===== src/rtl/memory_arbiter.sv =====
// Round-robin RAM arbiter: CPUS cores x {instruction, data} slots onto one shared RAM port.
// Optional MEMARB_WRITE_PRIO_EN: data writes win a first arbitration pass before the normal search.
module memory_arbiter #(
  parameter int unsigned CPUS   = 2,
  parameter int unsigned WORD_W = 32
) (
  input  logic                     CLK,
  input  logic                     RST,
  input  logic [CPUS-1:0]          iREN,
  input  logic [CPUS-1:0]          dREN,
  input  logic [CPUS-1:0]          dWEN,
  input  logic [CPUS*WORD_W-1:0]   iaddr,
  input  logic [CPUS*WORD_W-1:0]   daddr,
  input  logic [CPUS*WORD_W-1:0]   dstore,
  output logic [CPUS-1:0]          iwait,
  output logic [CPUS-1:0]          dwait,
  output logic [CPUS*WORD_W-1:0]   iload,
  output logic [CPUS*WORD_W-1:0]   dload,
  output logic                     ramREN,
  output logic                     ramWEN,
  output logic [WORD_W-1:0]        ramaddr,
  output logic [WORD_W-1:0]        ramstore,
  input  logic [WORD_W-1:0]        ramload,
  input  logic [1:0]               ramstate
);

  localparam int unsigned CW = (CPUS > 1) ? $clog2(CPUS) : 1;

  typedef enum logic [1:0] {FREE, BUSY, ACCESS, ERROR} ramstate_t;
  typedef enum logic {StIdle, StGrant} state_e;

  state_e          state_q, state_d;
  logic [CW-1:0]   rr_q, rr_d;
  logic [CW-1:0]   gnt_core_q, gnt_core_d;
  logic            gnt_data_q, gnt_data_d;

  logic [CPUS-1:0] core_req;
  logic            arb_valid;
  logic [CW-1:0]   arb_core;
  logic            arb_data;
  logic            gnt_live;
  logic            in_grant;
  logic            done;
  logic [CW-1:0]   next_rr;
  logic [31:0]     gsel;

  // Core index k positions after base, wrapped modulo CPUS.
  function automatic logic [CW-1:0] rr_index(logic [CW-1:0] base, int unsigned k);
    int unsigned sum;
    sum = 32'(base) + k;
    if (sum >= CPUS) sum = sum - CPUS;
    return CW'(sum);
  endfunction

  assign core_req = iREN | dREN | dWEN;

  always_comb begin
    arb_valid = 1'b0;
    arb_core  = '0;
    arb_data  = 1'b0;
`ifdef MEMARB_WRITE_PRIO_EN
    for (int unsigned k = 0; k < CPUS; k++) begin
      if (!arb_valid && dWEN[rr_index(rr_q, k)]) begin
        arb_valid = 1'b1;
        arb_core  = rr_index(rr_q, k);
        arb_data  = 1'b1;
      end
    end
`endif
    for (int unsigned k = 0; k < CPUS; k++) begin
      if (!arb_valid && core_req[rr_index(rr_q, k)]) begin
        arb_valid = 1'b1;
        arb_core  = rr_index(rr_q, k);
        arb_data  = dREN[rr_index(rr_q, k)] | dWEN[rr_index(rr_q, k)];
      end
    end
  end

  assign gnt_live = gnt_data_q ? (dREN[gnt_core_q] | dWEN[gnt_core_q]) : iREN[gnt_core_q];
  assign in_grant = (state_q == StGrant) && gnt_live;
  assign done     = in_grant && (ramstate == ACCESS);
  assign next_rr  = (32'(gnt_core_q) == CPUS - 1) ? '0 : gnt_core_q + CW'(1);
  assign gsel     = 32'(gnt_core_q) * WORD_W;

  always_comb begin
    state_d    = state_q;
    rr_d       = rr_q;
    gnt_core_d = gnt_core_q;
    gnt_data_d = gnt_data_q;
    unique case (state_q)
      StIdle: begin
        if (arb_valid) begin
          state_d    = StGrant;
          gnt_core_d = arb_core;
          gnt_data_d = arb_data;
        end
      end
      StGrant: begin
        // A dropped request aborts without advancing the pointer.
        if (!gnt_live) begin
          state_d = StIdle;
        end else if (done) begin
          state_d = StIdle;
          rr_d    = next_rr;
        end
      end
      default: state_d = StIdle;
    endcase
  end

  always_comb begin
    ramREN   = 1'b0;
    ramWEN   = 1'b0;
    ramaddr  = '0;
    ramstore = '0;
    iwait    = '1;
    dwait    = '1;
    iload    = '0;
    dload    = '0;
    if (in_grant) begin
      if (gnt_data_q) begin
        ramaddr = daddr[gsel +: WORD_W];
        if (dWEN[gnt_core_q]) begin
          ramWEN   = 1'b1;
          ramstore = dstore[gsel +: WORD_W];
        end else begin
          ramREN = 1'b1;
        end
      end else begin
        ramREN  = 1'b1;
        ramaddr = iaddr[gsel +: WORD_W];
      end
    end
    if (done) begin
      if (gnt_data_q) begin
        dwait[gnt_core_q]     = 1'b0;
        dload[gsel +: WORD_W] = ramload;
      end else begin
        iwait[gnt_core_q]     = 1'b0;
        iload[gsel +: WORD_W] = ramload;
      end
    end
  end

  always_ff @(posedge CLK) begin
    if (RST) begin
      state_q    <= StIdle;
      rr_q       <= '0;
      gnt_core_q <= '0;
      gnt_data_q <= 1'b0;
    end else begin
      state_q    <= state_d;
      rr_q       <= rr_d;
      gnt_core_q <= gnt_core_d;
      gnt_data_q <= gnt_data_d;
    end
  end

endmodule


===== config.mk =====
export PLATFORM = sky130hd
export DESIGN_NAME = memory_arbiter
export DESIGN_NICKNAME = d
export VERILOG_FILES = /design/src/rtl/memory_arbiter.sv
export SDC_FILE = /design/constraint.sdc
export NUM_CORES = 1
export LEC_CHECK = 0
export BUFFER_PORTS_ARGS = -buffer_cell sky130_fd_sc_hd__buf_2
export CAP_MARGIN = 20
export CORE_AREA = 2 2 169 171
export DETAILED_ROUTE_END_ITERATION = 12
export DIE_AREA = 0 0 171 173
export PLACE_DENSITY_LB_ADDON = 0.12
export SETUP_SLACK_MARGIN = 0.2
export SYNTH_ARGS = -nofsm -noshare
export SYNTH_HDL_FRONTEND = slang
export SYNTH_SLANG_ARGS = --single-unit

===== constraint.sdc =====
create_clock -name CLK -period 2.8 [get_ports CLK]
set_clock_uncertainty 0.2 [all_clocks]
set_input_delay 0.28 -clock CLK [delete_from_list [all_inputs] [get_ports CLK]]
set_output_delay 0.28 -clock CLK [all_outputs]
set_load 0.02 [all_outputs]

## Word level (Yosys, flattened, before mapping)

Cells that the tools add are included.

| operators by class | value |
|---|---|
| add/sub/neg operators | 5 |
| $lt $le $gt $ge | 8 |
| equality and inequality tests | 1 |
| shifts and indexed selects | 5 |
| muxes and demuxes | 55 |
| bitwise logic cells | 8 |
| reduce and logical (&&, ||, !) cells | 7 |

Operators with widths:

| cell | count |
|---|---|
| two-way mux 64 bit | 4 |
| indexed part select 64 x 7 -> 32 bit | 3 |
| two-way mux 32 bit | 5 |
| AND 64 bit | 1 |
| variable shift 32 x 34 -> 64 bit (first input constant) | 1 |
| indexed part select 32 x 34 -> 64 bit | 1 |
| two-way mux 1 bit | 40 |
| negation 6 -> 34 bit | 1 |
| < comparator 1 x 2 -> 1 bit (second input constant) | 5 |
| two-way mux 2 bit | 4 |
| logical AND 1 bit | 4 |
| bitwise OR 2 bit | 2 |
| bitwise OR 1 bit | 3 |
| AND reduction 3 bit | 1 |
| adder 1 x 1 -> 2 bit (second input constant) | 1 |
| == test 2 bit (second input constant) | 1 |
| greater-or-equal comparator 1 x 2 -> 1 bit (second input constant) | 1 |
| greater-or-equal comparator 2 bit (second input constant) | 1 |
| NOT 2 bit | 1 |
| one-hot mux 1 bit (2 select lines) | 1 |
| AND reduction 2 bit | 1 |
| subtractor 1 bit (second input constant) | 2 |
| adder 1 bit (second input constant) | 1 |
| demux 1 bit (select 1 bit) | 1 |
| 3 further kinds | 3 |

| word-level totals | value |
|---|---|
| bits in registers | 4 |
| bits of input ports | 234 |
| output and inout port bits | 198 |
| logic and storage cells | 93 |

## Depth between registers and ports, before layout

| logic depth | value |
|---|---|
| depth in word-level cells | 12 |
| mapped depth | 6 |
| depth with buffers taken out | 4 |

## Worst setup path before layout

Ideal clock, no wire load.

| timing path | value |
|---|---|
| path kind | register to output |
| from | register gnt_data_q |
| to | output ramstore[10] |
| arrival time | 1.531 ns |
| required time | 2.320 ns |
| setup slack | 0.789 ns |
| cell stages (with the launch flop) | 7 |
| buffers on the path | 3 |
| cell sequence | dfxtp_1 -> buf_2 -> buf_2 -> nor2b_1 -> nand2_1 -> buf_1 -> nor2_1 |

| on the way | value |
|---|---|
| longest elaborated chain between the ends | 3 |
| elaborated cells between the ends (all ways) | 4 |
| those cells by class | mux (3); reduce/logical (1) |

RTL lines:

| what | RTL line | RTL |
|---|---|---|
| start, declared | 35 | `logic gnt_data_q, gnt_data_d;` |
| start signal, assigned | 155 | `gnt_data_q <= gnt_data_d;` |
| two-way mux 1 bit | 79 | `assign gnt_live = gnt_data_q ? (dREN[gnt_core_q] \| dWEN[gnt_core_q]) : iREN[gnt_core_q];` |
| logical AND 1 bit | 80 | `assign in_grant = (state_q == StGrant) && gnt_live;` |
| two-way mux 32 bit * | 120 | `if (in_grant) begin` |
| end, declared | 22 | `output logic [WORD_W-1:0] ramstore,` |

Mark *: on every way between the ends. The rest lies on a longest branch, timed or not.

## Worst setup path in the final report

| timing path | value |
|---|---|
| from | register gnt_core_q |
| to | output iload[43] |

| on the way | value |
|---|---|
| longest elaborated chain between the ends | 7 |
| elaborated cells between the ends (all ways) | 16 |
| those cells by class | add/sub (1); shift (2); mux (9); bitwise (2); reduce/logical (2) |

RTL lines:

| what | RTL line | RTL |
|---|---|---|
| start, declared | 34 | `logic [CW-1:0] gnt_core_q, gnt_core_d;` |
| start signal, assigned | 154 | `gnt_core_q <= gnt_core_d;` |
| parallel branches: the longest is 6 deep, another holds negation 6 -> 34 bit | n/a |  |
| two-way mux 64 bit * | 134 | `if (done) begin` |
| end, declared | 17 | `output logic [CPUS*WORD_W-1:0] iload,` |

Mark *: on every way between the ends. The select of a mux whose other input is x is not followed.

==> summary.md <==
| Metric | Value |
|---|---|
| Core Rows | `61` |
| Initial antenna violation count | `0` |
| Crit path DAT | `2030 ps` |
| Fin nets | `989` |
| Core box area | `0.0276 mm²` |
| CP required | `2320 ps` |
| Fin area | `0.00549 mm²` |
| FF-to-FF path depth | `6` |
| Post-synthesis mux area share | `40.1%` |
| Critical Path Stages | `7` |
| Final setup violation count | `0` |
| CTS Hold Bufs | `0` |
| All-layer global routing usage | `10.4%` |
| Syn. warnings | `0` |
| Vias in the first global route | `4,212` |
| FMAX | `398 MHz` |
| LEAKAGE | `0.00303 µW` |
| Clock buffer depth | `2` |
| Post-synthesis xor/xnor area fraction | `0%` |
| Layout cells sized above 1 | `65.4%` |
| Yosys reg bits | `4` |
| PortBufs | `431` |
| Post-synth net total | `566` |
| DIE WIDTH | `171 µm` |
| CP most frequent cell | `buf_4` |
| Crit path kind | `reg2out` |
| Routed WL | `16,700 µm` |
| Synth area leaders | `and2_1 (30%), mux4_2 (27%), mux2i_1 (12%), nor2b_1 (8.4%), nor2_1 (5.2%)` |
| Crit end category | `output pin` |
| Initial Utilization | `9.68%` |
| Final Util | `19.9%` |
| TritonRoute pass-1 iters | `4` |
| Critical Path Max Stage Delay | `400 ps` |
| Diodes inserted | `0` |
| Post-synth top flop | `dfxtp_1` |
| Post-Synthesis Cell Area | `0.00268 mm²` |
| Routed vias | `4,021` |
| Slew margin rel. | `71.4%` |
| Leading area contributor after synthesis | `and2_1` |
| Placed cell area | `0.00530 mm²` |
| Leading cell types by count after synthesis | `and2_1 (128), nor2_1 (37), nor2b_1 (36)` |
| Routability cong. | `0.754` |
| Worst path slowest cell | `o2111ai_4` |
| CTS Buf Count | `3` |
| Max IR drop VDD | `0.000152 V` |
| Per-cell routed wire length | `14.7 µm` |
| Least-Margin Pin Slew | `429 ps` |
| Status | `finished, final reports clean` |
| Post-synth EDFFs | `0` |
| CTS Root Cell | `clkbuf_16` |
| Setup Total Neg Slack | `0 ps` |
| Die ar. | `0.0296 mm²` |
| Startpoint Class | `register` |
| Clk sink count | `4` |
| Clock-pin slew on the worst setup and hold paths | `30 ps` |
| Number of distinct library cells after synthesis | `27` |
| Final Cycle Share | `89.7%` |
| Register area share after synthesis | `2.99%` |
| Drt via density | `3.55` |
| Worst-skew pair later-pin latency | `220 ps` |
| Synth Area in Adders | `0%` |
| First-pass GRT wire length | `24,000 µm` |
| Gate Count Post-Synth | `332` |
| H-tree depth | `1` |
| Max-slew violations | `0` |
| Main combinational cell family by area after synthesis | `simple AND/OR/NAND/NOR gates` |
| Final min period | `2510 ps` |
| Die H | `173 µm` |
| Max Cap Viol | `0` |
| Antenna viol nets, final | `0` |
| CTS tree | `yes` |
| Top cell type's share of synthesized area | `29.9%` |
| Count of final hold-check violations | `0` |
| CP Buf/Inv Count | `3` |
| Synth Area in Compound Gates | `3.65%` |
| Area grow syn2layout | `105%` |
| Asr flop ratio synth | `0%` |
| PD cells | `190 mW/mm²` |
| CP max FO | `9` |
| Final HPWL DP | `13,700 µm` |
| Hold path cells | `2` |
| Worst path cell trace | `mux2_4, o2111ai_4, nor3b_4, buf_4, buf_4, and2_1, buf_2` |
| Final routed DRC violation total | `0` |
| Hold crit path type | `in2reg` |
| Count leader, synth | `and2_1` |
| Initial DRC Count | `101` |
| # IOs | `432` |
| Synth Area in Simple Gates | `46.9%` |
| Syn avg cell area | `8.06 µm²` |
| Pin count of the biggest net entering global routing | `41` |
| Delay-heaviest family, CP | `buffers and inverters` |
| RSZ-0062 raised after global routing | `no` |
| Grt ovf | `0` |
## state kept, by name, indices dropped and copies added (netlist names)
signal,cells
state_q,1
gnt_core_q,1
gnt_data_q,1
rr_q,1
## per-layer routing
| metal | vias up | part of all wire (%) | GRT usage, % | routed length [µm] |
|---|---|---|---|---|
| li1 | 1970 | - | - | - |
| met1 | 1821 | 35 | 10.6 | 5830 |
| met2 | 226 | 56 | 22.0 | 9410 |
| met3 | 4 | 8.0 | 1.21 | 1340 |
| met4 | 0 | 0.57 | 1.59 | 95 |
| met5 | - | 0 | 0 | 0 |
## cell usage in the layout, fill, tap and decap left out, types with 2 or more instances in the layout
master,synthesis,layout
buf_6,0,2
dfxtp_1,4,2
nor2b_1,36,36
nor2_1,37,37
nand2_1,3,3
buf_12,0,3
o21ai_0,3,3
buf_4,3,11
a21oi_1,2,2
a21o_1,2,2
clkbuf_16,0,3
nor3_1,3,3
nor3_4,0,2
buf_2,11,431
inv_1,6,6
and2_1,128,128
mux4_2,32,32
mux2i_1,33,33
## kinds of logic (layout without fill, tap and decap cells)
family / count (synthesis) / in the layout
AO/OA/AOI/OAI: 12 / 12
buffers and inverters: 37 / 459
flip-flops: 4 / 4
multiplexers: 67 / 67
AND/OR/NAND/NOR: 212 / 212
## report_power, final
group	total, µW	switching, µW	internal (µW)
clock	232	43.4	188
combinational	737	362	375
sequential	72.5	9.53	63.0
## timing repair
item	in CTS	in global routing
resized for setup	1	3
pin swaps	2	2
gates cloned	1	0
buffers inserted	7	1
setup endpoints to repair	62	114
## layout make-up
| type | instances | area [µm²] |
|---|---|---|
| clock buffers | 4 | 78.8 |
| well taps | 378 | 473 |
| repair buffers | 449 | 2380 |
| flip-flops and latches | 4 | 85.1 |
| fillers | 3187 | 22100 |
| multi-input cells | 291 | 2450 |
| inverters | 6 | 22.5 |
## stage by stage
step,std cells,power (µW),setup WS [ps],hold WS (ps)
6_report,1132,1040,289,122
3_3_place_gp,1119,820,267,383
5_1_grt,1132,1120,198,148
4_1_cts,1131,1070,198,129
3_5_place_dp,1119,815,240,369
2_1_floorplan,332,479,789,149
## path summary, 6_finish.rpt
check,end,start,slack [ps]
worst min register to register,gnt_core_q$_SDFFE_PP0P_,rr_q$_SDFFE_PP0P_,400
worst min-delay path,gnt_core_q$_SDFFE_PP0P_,RST,120
worst max register to register,state_q$_SDFF_PP0_,gnt_core_q$_SDFFE_PP0P_,990
worst max-delay path,iload[43],gnt_core_q$_SDFFE_PP0P_,290
(Power assumes the default switching activity.)
